<file path="src/rtl/pipe_ctrl_pkg.sv">
// Shared definitions for the pipeline stall controller: stall bus type,
// Stop/NoStop encodings, the two stall patterns and the divide FSM states.
package pipe_ctrl_pkg;

  localparam int unsigned STALL_W = 6;
  localparam int unsigned WD_W    = 6;

  // Bit order: 0 PC, 1 IF, 2 ID, 3 EX, 4 MEM, 5 WB
  typedef logic [STALL_W-1:0] stall_bus_t;

  localparam logic STOP    = 1'b1;
  localparam logic NO_STOP = 1'b0;

  localparam stall_bus_t STALL_NONE = {STALL_W{NO_STOP}};
  localparam stall_bus_t STALL_ID   = {NO_STOP, NO_STOP, NO_STOP, STOP, STOP, STOP};
  localparam stall_bus_t STALL_EX   = {NO_STOP, NO_STOP, STOP, STOP, STOP, STOP};

  typedef enum logic [1:0] {
    ST_IDLE = 2'd0,
    ST_BUSY = 2'd1,
    ST_DONE = 2'd2
  } div_state_t;

endpackage

</file>
<file path="src/rtl/pipe_ctrl_div_watchdog.sv">
// div_watchdog: 6-bit BUSY-cycle counter and timeout compare for the divider.
module div_watchdog
  import pipe_ctrl_pkg::*;
#(
  parameter int unsigned TIMEOUT = 40
) (
  input  logic clk,
  input  logic rst,
  input  logic clear,
  input  logic inc,
  output logic expired
);

  localparam logic [WD_W-1:0] LAST = WD_W'(TIMEOUT - 1);

  logic [WD_W-1:0] count;

  // NOTE: flops use non-blocking assignments so every register samples
  // pre-edge values, independent of block evaluation order.
  always_ff @(posedge clk or negedge rst) begin
    if (!rst) begin
      count <= '0;
    end else if (clear) begin
      count <= '0;
    end else if (inc) begin
      count <= count + 1'b1;
    end
  end

  assign expired = (count == LAST);

endmodule

</file>
<file path="src/rtl/pipe_ctrl.sv">
// pipe_ctrl: per-stage stall generation and iterative-divider handshake FSM.
// Optional build macro PIPE_CTRL_PERF_EN adds saturating stall perf counters.
module pipe_ctrl
  import pipe_ctrl_pkg::*;
#(
  parameter int unsigned DIV_TIMEOUT = 40
) (
  input  logic        clk,
  input  logic        rst,
  input  logic        stallreq_from_id,
  input  logic        div_req,
  input  logic        div_ready,
  output stall_bus_t  stall,
  output logic        div_start,
  output logic        div_busy,
  output logic        div_timeout
`ifdef PIPE_CTRL_PERF_EN
  ,
  output logic [31:0] stall_cnt_id,
  output logic [31:0] stall_cnt_ex
`endif
);

  div_state_t state, state_nxt;
  logic       wd_clear, wd_inc, wd_expired, timeout_set;

  div_watchdog #(.TIMEOUT(DIV_TIMEOUT)) u_watchdog (
    .clk     (clk),
    .rst     (rst),
    .clear   (wd_clear),
    .inc     (wd_inc),
    .expired (wd_expired)
  );

  always_ff @(posedge clk or negedge rst) begin
    if (!rst) state <= ST_IDLE;
    else      state <= state_nxt;
  end

  // NOTE: every output of this block gets a default first, so no path
  // through the case can leave one unassigned and infer a latch.
  always_comb begin
    state_nxt   = state;
    wd_clear    = 1'b0;
    wd_inc      = 1'b0;
    timeout_set = 1'b0;
    unique case (state)
      ST_IDLE: begin
        if (div_req) begin
          state_nxt = ST_BUSY;
          wd_clear  = 1'b1;
        end
      end
      ST_BUSY: begin
        // A coincident div_ready wins over the watchdog.
        if (div_ready) begin
          state_nxt = ST_DONE;
        end else if (wd_expired) begin
          state_nxt   = ST_DONE;
          timeout_set = 1'b1;
        end else begin
          wd_inc = 1'b1;
        end
      end
      ST_DONE: state_nxt = ST_IDLE;
      default: state_nxt = ST_IDLE;
    endcase
  end

  logic ex_hold;
  assign ex_hold = ((state == ST_IDLE) && div_req) || (state == ST_BUSY);

  // Outputs are held quiet while reset is asserted, whatever the inputs do.
  always_comb begin
    stall = STALL_NONE;
    if (rst) begin
      if (ex_hold)               stall = STALL_EX;
      else if (stallreq_from_id) stall = STALL_ID;
    end
  end

  assign div_start = rst && (state == ST_IDLE) && div_req;
  assign div_busy  = (state == ST_BUSY);

  always_ff @(posedge clk or negedge rst) begin
    if (!rst)             div_timeout <= 1'b0;
    else if (timeout_set) div_timeout <= 1'b1;
  end

`ifdef PIPE_CTRL_PERF_EN
  always_ff @(posedge clk or negedge rst) begin
    if (!rst) begin
      stall_cnt_id <= '0;
      stall_cnt_ex <= '0;
    end else begin
      if (stall == STALL_ID && stall_cnt_id != 32'hFFFF_FFFF)
        stall_cnt_id <= stall_cnt_id + 32'd1;
      if (stall == STALL_EX && stall_cnt_ex != 32'hFFFF_FFFF)
        stall_cnt_ex <= stall_cnt_ex + 32'd1;
    end
  end
`endif

endmodule

</file>
<file path="config.mk">
export PLATFORM = sky130hd
export DESIGN_NAME = pipe_ctrl
export DESIGN_NICKNAME = d
export VERILOG_FILES = /design/src/rtl/pipe_ctrl_pkg.sv /design/src/rtl/pipe_ctrl_div_watchdog.sv /design/src/rtl/pipe_ctrl.sv
export SDC_FILE = /design/constraint.sdc
export NUM_CORES = 1
export LEC_CHECK = 0
export ABC_AREA = 1
export BUFFER_PORTS_ARGS = -buffer_cell sky130_fd_sc_hd__buf_4
export CAP_MARGIN = 0
export CORE_MARGIN = 2
export CORE_UTILIZATION = 40
export CTS_CLUSTER_DIAMETER = 40
export DETAILED_ROUTE_END_ITERATION = 10
export HOLD_SLACK_MARGIN = 0.06
export PLACE_DENSITY_LB_ADDON = 0.15
export REMOVE_ABC_BUFFERS = 1
export SLEW_MARGIN = 20
export SYNTH_ARGS = -nofsm -noshare
export SYNTH_HDL_FRONTEND = slang
export SYNTH_SLANG_ARGS = --single-unit
export TNS_END_PERCENT = 5
</file>
<file path="constraint.sdc">
create_clock -name clk -period 1.8 [get_ports clk]
set_clock_uncertainty 0.05 [all_clocks]
set_input_delay 0.09 -clock clk [delete_from_list [all_inputs] [get_ports clk]]
set_output_delay 0.09 -clock clk [all_outputs]
set_load 0.02 [all_outputs]
</file>
## Word level (Yosys, flattened, before mapping)

Cells that the tools add are included.

| storage, ports and cells | value |
|---|---|
| bits in registers | 9 |
| latch bits | 0 |
| memory bits (writable) | 0 |
| ROM bits | 0 |
| output and inout bits | 9 |
| word-level logic and storage cells | 32 |
| memories | 0 |

| operators by class | value |
|---|---|
| $add $sub $neg | 1 |
| multiply operators | 0 |
| divide/modulo/power cells | 0 |
| $lt $le $gt $ge | 0 |
| equal/unequal tests | 4 |
| shift operators | 0 |
| multiplexer cells | 17 |
| bitwise gates (word level) | 0 |
| reduce and logical (&&, ||, !) cells | 7 |

Operator list:

| operator | count |
|---|---|
| 6-bit two-way mux | 2 |
| 1-bit two-way mux | 8 |
| 4-bit two-way mux | 2 |
| 6-bit by 1-bit adder with 6-bit output, second input constant | 1 |
| 6-bit == test, second input constant | 1 |
| 2-bit two-way mux | 3 |
| 2-bit case mux with 2 select lines | 1 |
| 1-bit logical AND | 3 |
| 3-bit two-way mux | 1 |
| 3-bit by 2-bit inequality test with 1-bit output, second input constant | 1 |
| 2-bit by 1-bit == test with 1-bit output, second input constant | 1 |
| 2-bit zero test | 1 |
| 2-bit inequality test, second input constant | 1 |
| 2-bit AND reduction | 1 |
| 2-bit nonzero test | 1 |
| 1-bit logical OR | 1 |

## Depth between registers and ports, before layout

| logic depth | value |
|---|---|
| depth in word-level cells | 6 |
| depth in mapped cells | 8 |

## By module

A second synthesis with hierarchy kept.

| unflattened totals | value |
|---|---|
| cells, all modules | 73 |
| area, all modules | 560.5 sq um |

By module, submodules not included:

| module | instances | cells an instance | area each (sq um) | sequential area each (sq um) |
|---|---|---|---|---|
| div_watchdog | 1 | 43 | 344.1 | 150.1 |
| pipe_ctrl | 1 | 30 | 216.5 | 75.1 |

## Worst setup path after synthesis

Ideal clock, no wire load.

| timing | value |
|---|---|
| path kind | register -> output |
| start | register state[1] |
| end | output stall[1] |
| arrival | 1288 ps |
| data required time | 1660 ps |
| slack | 372 ps |
| cell stages (with the launch flop) | 7 |
| buffers on the path | 1 |
| cells stage by stage | dfrtp_1 inv_2 nand2_1 inv_1 nor3_1 nor2_1 buf_4 |

| on the way | value |
|---|---|
| elaborated cells between the ends (all ways) | 6 |
| classes of those cells | eq/ne (1); mux (2); reduce/logical (3) |

RTL lines:

| what | line | source |
|---|---|---|
| from (decl) | pipe_ctrl.sv:24 | `div_state_t state, state_nxt;` |
| from (signal assigned) | pipe_ctrl.sv:37 | `else state <= state_nxt;` |
| 2-bit by 1-bit == test with 1-bit output | -- |  |
| named net div_busy | pipe_ctrl.sv:15 | `output logic div_busy,` |
| 1-bit logical OR | pipe_ctrl.sv:71 | `assign ex_hold = ((state == ST_IDLE) && div_req) \|\| (state == ST_BUSY);` |
| 4-bit two-way mux | pipe_ctrl.sv:77 | `if (ex_hold) stall = STALL_EX;` |
| 4-bit two-way mux | pipe_ctrl.sv:76 | `if (rst) begin` |
| to (decl) | pipe_ctrl.sv:13 | `output stall_bus_t stall,` |

The timed path passes the listed nets, and every way through them passes these cells.

## Final worst setup path

| timing | value |
|---|---|
| start | register state[1] |
| end | output stall[0] |

| on the way | value |
|---|---|
| word-level cells in the longest chain between the ends | 5 |
| elaborated cells between the ends (all ways) | 6 |
| classes of those cells | eq/ne (1); mux (2); reduce/logical (3) |

RTL lines:

| what | line |
|---|---|
| 2-bit zero test | pipe_ctrl.sv:71 |
| 1-bit logical AND | pipe_ctrl.sv:71 |
| 1-bit logical OR (*) | pipe_ctrl.sv:71 |
| 4-bit two-way mux (*) | pipe_ctrl.sv:77 |
| 4-bit two-way mux (*) | pipe_ctrl.sv:76 |

Every way passes the cells marked *; elsewhere a longest branch is shown, timed or not.

==> flow_metrics.py <==
metrics = {
    "run_status": {
        "status": "complete, no violations",
    },
    "setup_path": {
        "worstSetupStartpointType": "flip-flop",
        "crit_path_end_kind": "primary output",
        "arrival_ns": 1.37,
        "reg2reg_depth": 7,
        "cp_top_family": "simple AND/OR/NAND/NOR gates",
        "cp_max_fo": 3,
        "crit_cells": 6,
        "path_class": "reg -> out",
        "cp.required_ns": 1.66,
        "crit_path_max_incr_delay_ns": 0.37,
        "worst_path_max_delay_cell": "dfrtp_1",
        "path_buf_inv": 2,
        "reg2reg_slack_ns": 0.42,
        "worstPathCellList": "inv_2 > nand2_1 > nor2_2 > nor3_1 > nor2_1 > buf_4",
    },
    "global_routing": {
        "grt_pass1_vias": 407,
        "grt_start_max_net_pins": 11,
        "busiest_layer": "met2",
        "grt_pass1_wl_mm": 1.72,
        "grt_remaining_overflow": 0,
        "grt_util_met2": 0.254,
        "antenna_found_initial": 0,
        "grtUsageMet3": 0.0707,
        "grt_use_total": 0.172,
        "grtUsageMet1": 0.188,
    },
    "route": {
        "vias": 488,
        "via_per_inst": 4.88,
        "drc": 0,
        "drt-pass1-iter-count": 5,
        "ant_nets": 0,
        "wire_per_inst_um": 11.3,
        "routed_wl_mm": 1.13,
        "first_iter_violations": 19,
    },
    "clocking": {
        "post_cts_buffers": 0,
        "post_cts_resize_count": 0,
        "cts_max_path_buffers": 2,
        "clk_latency_ns": 0.26,
        "ctsHoldBuffers": 1,
        "h-tree-depth": 1,
        "cts.sinks": 9,
        "path_clk_slew_ns": 0.07,
        "ctsRootBufferMaster": "clkbuf_4",
        "numCtsBuffers": 3,
        "cts_tree": "yes",
    },
    "floorplanning": {
        "pin_count": 14,
        "rows": 13,
        "die_h_um": 40.9,
        "fp.dieW_um": 40.9,
        "start_util": 0.424,
        "die-area_sq_um": 1670,
        "design.core.area_sq_um": 1280,
    },
    "power": {
        "leakagePower_nw": 0.362,
        "p_total_mw": 0.746,
        "powerDensity_nw_per_um2": 1140,
        "ir_drop_mv": 0.569,
    },
    "logic_synthesis": {
        "yosysWarnings": 0,
        "syn_area_per_cell_sq_um": 7.56,
        "yosysTopAreaCell": "dfrtp_1",
        "synth.distinct_cells": 18,
        "ys_seq_area_frac": 0.414,
        "netlist_instances": 72,
        "synth.top_cells.by_area": "dfrtp_1, nand2_1, nor2_1, buf_4, inv_1",
        "synth_area_sq_um": 544,
        "ys_ff_latch": 9,
        "netlist.area_leader.share": 0.414,
    },
    "layout": {
        "finalNonFillerCells": 100,
        "nets": 92,
        "final_layout_size_suffix_gt1_frac": 0.259,
        "final_cell_mix": "nand2_1, buf_4, nor2_1, dfrtp_1, inv_1",
        "num_antenna_cells": 0,
        "area_growth_pct": 20.5,
        "finalCoreUtilization": 0.510,
        "layout_commonest_cell": "nand2_1",
    },
    "placed_design": {
        "place_hpwl_um": 805,
        "place.gp.congestion": 0.830,
        "portBuffers": 11,
        "dp_cells": 95,
    },
    "sta": {
        "period_needed_ns": 1.51,
        "slew_violations": 0,
        "finalSetupViolCount": 0,
        "setup_tns_ns": 0,
        "hold_violations": 0,
        "timing.fmax_mhz": 663,
        "grt_setup_unrepaired": "false",
        "fin_crit_sh": 0.838,
    },
    "worst_hold_path": {
        "hp-class": "in -> async",
    },
    "flow_run": {
        "cap_violations": 0,
    },
}
## final cells by class
type | count | area [sq um]
clock buffers | 4 | 26.3
fillers | 125 | 629
inverters | 10 | 37.5
multi-input cells | 50 | 255
flip-flops and latches | 9 | 225
well taps | 15 | 18.8
repair buffers | 12 | 92.6
## flip-flops by register name, summed over array words and instances (netlist names)
register          flops
state                 2
u_watchdog.count      6
div_timeout           1
## report_power, final
part | internal (mW) | leakage [nW] | switching [mW]
Clock | 0.0855 | 0.0150 | 0.0753
Sequential | 0.242 | 0.122 | 0.0358
Combinational | 0.111 | 0.225 | 0.196
## routing by layer
metal	vias to the layer above	routed length (um)
met3	6	136
met1	209	466
met2	30	497
met4	0	29
li1	243	-
met5	-	0
## Yosys cell counts
master	n
nand3_1	4
nand2_1	21
nor2_2	2
nor3_1	1
buf_4	4
nand2_2	1
dfrtp_1	9
a21oi_1	1
nand3b_1	1
inv_2	2
inv_1	8
nand4_1	2
ha_1	1
nor2_4	2
conb_1	1
a21oi_4	1
nor2_1	9
o21bai_1	2
## worst paths after layout
| check | from | to |
|---|---|---|
| min reg2reg | div_timeout | div_timeout |
| max reg2reg | u_watchdog.count[0] | u_watchdog.count[3] |
| min | rst | div_timeout |
| max | state[1] | stall[0] |
| min in group clk | div_ready | div_timeout |
| max in group asynchronous | rst | u_watchdog.count[2] |
## cell families after synthesis
kind of cell    share of synthesized area
simple gates                        0.366
buf+inv                             0.124
flops                               0.414
compound gates                     0.0667
fa+ha+maj                          0.0230
other cells                       0.00689
## metrics by stage
stage / hold slack (ns) / instance area, sq um / setup WS, ns
floorplan: -0.256 / 518 / 0.174
global placement: -0.123 / 619 / 0.464
detailed placement: -0.126 / 619 / 0.443
CTS: 0.136 / 656 / 0.276
global route: 0.149 / 656 / 0.186
finish: 0.132 / 656 / 0.291
(Power assumes the default switching activity.)
